## src/rtl/instr_decode_stage.sv

```systemverilog
`default_nettype none
// ============================================================================
// Module  : instr_decode_stage
// Brief   : Registered RV32I/RV64I decode stage with 2-entry skid buffer.
// Revision: 1.0
// ============================================================================
module instr_decode_stage #(
    parameter int XLEN = 32,
    parameter int PC_W = 32
) (
    input  logic            clk,
    input  logic            rst_n,
    input  logic            in_valid,
    output logic            in_ready,
    input  logic [31:0]     in_instr,
    input  logic [PC_W-1:0] in_pc,
    input  logic            flush,
    output logic            out_valid,
    input  logic            out_ready,
    output logic [PC_W-1:0] out_pc,
    output logic [6:0]      out_opcode,
    output logic [4:0]      out_rd,
    output logic [2:0]      out_funct3,
    output logic [4:0]      out_rs1,
    output logic [4:0]      out_rs2,
    output logic [6:0]      out_funct7,
    output logic [XLEN-1:0] out_imm,
    output logic [2:0]      out_fmt,
    output logic            out_illegal
);

    generate
        if ((XLEN != 32) && (XLEN != 64)) begin : g_xlen_check
            $error("instr_decode_stage: XLEN must be 32 or 64");
        end
    endgenerate

    localparam logic [1:0] S_EMPTY = 2'd0;
    localparam logic [1:0] S_ONE   = 2'd1;
    localparam logic [1:0] S_FULL  = 2'd2;

    localparam logic [6:0] OP_OP     = 7'b0110011;
    localparam logic [6:0] OP_OPIMM  = 7'b0010011;
    localparam logic [6:0] OP_LOAD   = 7'b0000011;
    localparam logic [6:0] OP_JALR   = 7'b1100111;
    localparam logic [6:0] OP_SYSTEM = 7'b1110011;
    localparam logic [6:0] OP_STORE  = 7'b0100011;
    localparam logic [6:0] OP_BRANCH = 7'b1100011;
    localparam logic [6:0] OP_LUI    = 7'b0110111;
    localparam logic [6:0] OP_AUIPC  = 7'b0010111;
    localparam logic [6:0] OP_JAL    = 7'b1101111;

    localparam logic [2:0] FMT_R   = 3'd0;
    localparam logic [2:0] FMT_I   = 3'd1;
    localparam logic [2:0] FMT_S   = 3'd2;
    localparam logic [2:0] FMT_B   = 3'd3;
    localparam logic [2:0] FMT_U   = 3'd4;
    localparam logic [2:0] FMT_J   = 3'd5;
    localparam logic [2:0] FMT_UNK = 3'd7;

    logic [1:0]      state_q, state_d;
    logic            in_ready_q;
    logic            w_accept, w_pop;
    logic            w_ld_main_in, w_ld_main_skid, w_ld_skid_in;

    logic [2:0]      w_fmt;
    logic [XLEN-1:0] w_imm;
    logic            w_ill;

    logic [PC_W-1:0] main_pc_q,    skid_pc_q;
    logic [31:0]     main_instr_q, skid_instr_q;
    logic [XLEN-1:0] main_imm_q,   skid_imm_q;
    logic [2:0]      main_fmt_q,   skid_fmt_q;
    logic            main_ill_q,   skid_ill_q;

    assign out_valid = (state_q != S_EMPTY);
    assign in_ready  = in_ready_q;
    assign w_accept  = in_valid & in_ready_q;
    assign w_pop     = out_valid & out_ready;

    // Immediates are formed as signed values and size-cast so XLEN=64 sign-extends.
    always_comb begin
        w_fmt = FMT_UNK;
        w_imm = '0;
        w_ill = 1'b0;
        case (in_instr[6:0])
            OP_OP: w_fmt = FMT_R;
            OP_OPIMM, OP_LOAD, OP_JALR, OP_SYSTEM: begin
                w_fmt = FMT_I;
                w_imm = XLEN'($signed(in_instr[31:20]));
            end
            OP_STORE: begin
                w_fmt = FMT_S;
                w_imm = XLEN'($signed({in_instr[31:25], in_instr[11:7]}));
            end
            OP_BRANCH: begin
                w_fmt = FMT_B;
                w_imm = XLEN'($signed({in_instr[31], in_instr[7], in_instr[30:25],
                                       in_instr[11:8], 1'b0}));
            end
            OP_LUI, OP_AUIPC: begin
                w_fmt = FMT_U;
                w_imm = XLEN'($signed({in_instr[31:12], 12'b0}));
            end
            OP_JAL: begin
                w_fmt = FMT_J;
                w_imm = XLEN'($signed({in_instr[31], in_instr[19:12], in_instr[20],
                                       in_instr[30:21], 1'b0}));
            end
            default: begin
                w_fmt = FMT_UNK;
                w_ill = 1'b1;
            end
        endcase
    end

    always_comb begin
        state_d        = state_q;
        w_ld_main_in   = 1'b0;
        w_ld_main_skid = 1'b0;
        w_ld_skid_in   = 1'b0;
        case (state_q)
            S_EMPTY: begin
                if (w_accept) begin
                    state_d      = S_ONE;
                    w_ld_main_in = 1'b1;
                end
            end
            S_ONE: begin
                if (w_accept && w_pop) begin
                    w_ld_main_in = 1'b1;
                end else if (w_accept) begin
                    state_d      = S_FULL;
                    w_ld_skid_in = 1'b1;
                end else if (w_pop) begin
                    state_d = S_EMPTY;
                end
            end
            S_FULL: begin
                if (w_pop) begin
                    state_d        = S_ONE;
                    w_ld_main_skid = 1'b1;
                end
            end
            default: state_d = S_EMPTY;
        endcase
        // A redirect voids any same-cycle accept or pop.
        if (flush) begin
            state_d        = S_EMPTY;
            w_ld_main_in   = 1'b0;
            w_ld_main_skid = 1'b0;
            w_ld_skid_in   = 1'b0;
        end
    end

    always_ff @(posedge clk) begin
        if (!rst_n) begin
            state_q      <= S_EMPTY;
            in_ready_q   <= 1'b1;
            main_pc_q    <= '0;
            main_instr_q <= '0;
            main_imm_q   <= '0;
            main_fmt_q   <= '0;
            main_ill_q   <= 1'b0;
            skid_pc_q    <= '0;
            skid_instr_q <= '0;
            skid_imm_q   <= '0;
            skid_fmt_q   <= '0;
            skid_ill_q   <= 1'b0;
        end else begin
            state_q    <= state_d;
            in_ready_q <= (state_d != S_FULL);
            if (w_ld_main_in) begin
                main_pc_q    <= in_pc;
                main_instr_q <= in_instr;
                main_imm_q   <= w_imm;
                main_fmt_q   <= w_fmt;
                main_ill_q   <= w_ill;
            end else if (w_ld_main_skid) begin
                main_pc_q    <= skid_pc_q;
                main_instr_q <= skid_instr_q;
                main_imm_q   <= skid_imm_q;
                main_fmt_q   <= skid_fmt_q;
                main_ill_q   <= skid_ill_q;
            end
            if (w_ld_skid_in) begin
                skid_pc_q    <= in_pc;
                skid_instr_q <= in_instr;
                skid_imm_q   <= w_imm;
                skid_fmt_q   <= w_fmt;
                skid_ill_q   <= w_ill;
            end
        end
    end

    assign out_pc      = main_pc_q;
    assign out_opcode  = main_instr_q[6:0];
    assign out_rd      = main_instr_q[11:7];
    assign out_funct3  = main_instr_q[14:12];
    assign out_rs1     = main_instr_q[19:15];
    assign out_rs2     = main_instr_q[24:20];
    assign out_funct7  = main_instr_q[31:25];
    assign out_imm     = main_imm_q;
    assign out_fmt     = main_fmt_q;
    assign out_illegal = main_ill_q;

endmodule
`default_nettype wire

```

## config.mk

```make
export PLATFORM = sky130hd
export DESIGN_NAME = instr_decode_stage
export DESIGN_NICKNAME = d
export VERILOG_FILES = /design/src/rtl/instr_decode_stage.sv
export SDC_FILE = /design/constraint.sdc
export NUM_CORES = 1
export LEC_CHECK = 0
export ABC_AREA = 1
export CORE_UTILIZATION = 52
export CTS_CLUSTER_DIAMETER = 30
export DETAILED_ROUTE_END_ITERATION = 8
export GPL_ROUTABILITY_DRIVEN = 0
export PLACE_DENSITY = 0.87
export SLEW_MARGIN = 10
export SYNTH_ARGS = -nofsm -noshare
export SYNTH_HDL_FRONTEND = slang
export SYNTH_SLANG_ARGS = --single-unit
export TNS_END_PERCENT = 5
```

## constraint.sdc

```tcl
create_clock -name clk -period 1.6 [get_ports clk]
set_input_delay 0.24 -clock clk [delete_from_list [all_inputs] [get_ports clk]]
set_output_delay 0.24 -clock clk [all_outputs]
set_load 0.1 [all_outputs]
```

==> impl_metrics.tcl <==
set metrics [dict create \
    syn_to_final_growth_pct 54.65 \
    cp.arrival_ps 2170 \
    syn-cell-area_sq_mm 0.008836 \
    grt_max_degree 75 \
    hold_start "in_instr[2]" \
    place_inst 1634 \
    synth_nets 1338 \
    numCtsBuffers 37 \
    max_slew_margin_pct 59.41 \
    worst_setup_path_start_kind "flop" \
    drt-initial-drc-count 2101 \
    routed_via_density 6.128 \
    fillCellCount 836 \
    io_buffers 170 \
    grtUsageTotal_pct 35.08 \
    final_nets 1538 \
    pin_count 171 \
    grt.overflow.total 0 \
    synth-simple-area-share_pct 30.73 \
    finalMaxSlewViolations 0 \
    ir_drop_uv 1145 \
    core_region_area_sq_mm 0.01658 \
    synth_xor_area_share_pct 0 \
    multi_input_area_sq_mm 0.003935 \
    die_y_um 132.4 \
    final_cells 1718 \
    startpoint "state_q[1]" \
    cp-end-kind "flop" \
    synthTopCellsByArea "dfxtp_1 46%, nand2_1 15%, nor2_1 8.4%" \
    fmax_mhz 557.4 \
    synth_top_family_by_area "simple AND/OR/NAND/NOR gates" \
    required_ps 1970 \
    first_pass_iters 9 \
    path_class "reg2reg" \
    ant_nets 0 \
    hold_viol 0 \
    fin_util_pct 82.40 \
    syn_area_per_cell_sq_um 6.963 \
    postSynth.asyncResetShare_pct 0 \
    cap_violations 0 \
    synthAdderAreaFrac_pct 0 \
    ys_seq_elements 203 \
    dp_hpwl_mm 18.03 \
    grt_pass1_wl_mm 49.20 \
    diodes 0 \
    htreeDepth 2 \
    syn_inst 1269 \
    drc 59 \
    synth.area.mux_share_pct 0 \
    synth-main-ff-cell "dfxtp_1" \
    clk_latency_ps 530 \
    max-clock-path-buffers 3 \
    post-synth-top-count-cell "nand2_1" \
    worst_pin_slew_ps 593.6 \
    yosys.area.top_type "dfxtp_1" \
    p_leak_uw 0.005981 \
    finClkSkew_ps 25.38 \
    outcome "finished with violations" \
    synth_top_area_share_pct 45.99 \
    antenna_found_initial 0 \
    row_count 47 \
    min_path_type "in2reg" \
    crit_fanout 6 \
    clock-root-buffer "clkbuf_16" \
    setup_viol 17 \
    cellPowerDensity_mw_per_mm2 1213 \
    r2r_start "state_q[1]" \
    cts_tree "yes" \
    drive_gt1_share_pct 19.09 \
    clock-sinks 203 \
    clkSlewWorstSetupHoldPaths_ps 50 \
    ys_seq_area_share_pct 45.99 \
    seq_area_sq_mm 0.004073 \
    fin_crit_ps 1794 \
    synth_edf_count 0 \
    synthTopCellsByCount "353 x nand2_1, 203 x dfxtp_1, 197 x nor2_1" \
    violations "design-rule violations, negative setup slack" \
    yosysWarnings 0 \
    rsz0062_at_grt "true" \
    fin_crit_sh_pct 112.1 \
    ys_types 27 \
    synth_compound_area_share_pct 13.40 \
    wl_mm 35.17 \
    fp.dieArea_sq_mm 0.01752 \
    vias 10530 \
    initial_core_util_pct 53.28 \
    grt_pass1_vias 9899 \
    post_drt_wl_per_cell_um 20.47 \
    die_width_um 132.4 \
    finalWorstSetupSlack_ps -194.1 \
]
## power breakdown
group,switching (uW),internal [uW]
sequential,210,5270
combinational,1770,991
clock,2700,5630
## cells by family after synthesis
family	after synthesis
simple gates	665
compound gates	211
flops	203
buf+inv	190
## final cells by class
type	count	share of cell area, %
flip-flops and latches	203	29.80
clock inverters	13	1.511
repair buffers	247	26.72
clock buffers	55	8.168
well taps	220	2.014
inverters	104	2.985
multi-input cells	876	28.80
## state kept, by name, indices dropped and copies added, names as in the netlist
name	flops
skid_imm_q	32
out_pc	32
skid_fmt_q	3
in_ready	1
out_illegal	1
skid_ill_q	1
skid_instr_q	32
out_imm	32
skid_pc_q	32
main_instr_q	32
state_q	2
out_fmt	3
## cell usage in the layout (no fill, tap or decap), types with 2 or more instances in the layout
| cell type | n |
|---|---|
| inv_4 | 2 |
| a21oi_1 | 34 |
| nor3_1 | 3 |
| nand2_2 | 8 |
| clkbuf_1 | 8 |
| o21ai_1 | 30 |
| nor2_4 | 4 |
| buf_6 | 8 |
| inv_1 | 94 |
| nand3_1 | 73 |
| dfxtp_4 | 2 |
| a21oi_2 | 2 |
| inv_2 | 5 |
| a31oi_1 | 81 |
| bufinv_16 | 5 |
| clkbuf_16 | 44 |
| clkbuf_8 | 8 |
| nor2_2 | 15 |
| dlymetal6s2s_1 | 6 |
| clkdlybuf4s50_1 | 62 |
| o211ai_1 | 2 |
| buf_4 | 46 |
| buf_12 | 118 |
| o21ai_0 | 59 |
| nand2_1 | 349 |
| dfxtp_1 | 200 |
| clkinv_2 | 4 |
| nand4_1 | 17 |
| nor2_1 | 192 |
| inv_6 | 3 |
| nand3_2 | 3 |
| clkinv_4 | 3 |
## routing by layer
metal | global-route usage (%) | vias to the layer above | part of all wire (%)
li1 | - | 4488 | -
met5 | 0 | - | 0
met1 | 39.76 | 4748 | 34
met3 | 10.07 | 322 | 13
met4 | 24.46 | 0 | 8.2
met2 | 57.05 | 970 | 45
## timing repair
| action | 4_1_cts | 5_1_grt |
|---|---|---|
| setup buffers | 1 | 8 |
| gates cloned | 0 | 7 |
| hold buffers | 0 | 0 |
| setup endpoints to repair | 22 | 128 |
| pin swaps | 1 | 6 |
| endpoints found under the hold margin | 0 | 0 |
| gates resized for setup | 6 | 36 |
## path summary, 6_finish.rpt
check                                  endpoint  slack [ps]  depth (start not counted)
worst min register to register        out_pc[4]         480                          2
worst max-delay path                 out_imm[3]        -190                          8
worst min-delay path            main_instr_q[2]         120                          3
worst max register to register       out_imm[3]        -190                          8
## worst max-delay path, cell delays in order (launching register included)
cell and delay [ps]:
dfxtp_2 380, inv_2 60, nand3_2 110, inv_2 40, nand2_2 190, nand2_4 100, buf_4 180, o21ai_0 470
a21oi_2 120
## metrics by stage
stage	power (uW)	cell area (sq um)	hold WS (ps)	setup TNS [ps]	setup slack (ps)
2_1_floorplan	7043	8843	347.6	-35.35	-35.35
3_3_place_gp	8120	12020	465.2	-46150	-358.0
3_5_place_dp	8160	12020	471.7	-53790	-402.4
4_1_cts	16400	13360	158.1	-99.90	-38.74
5_1_grt	16920	13660	146.0	-4845	-259.3
6_report	16570	13660	122.7	-658.2	-194.1
Note: power is estimated with default switching activity, not from simulation.
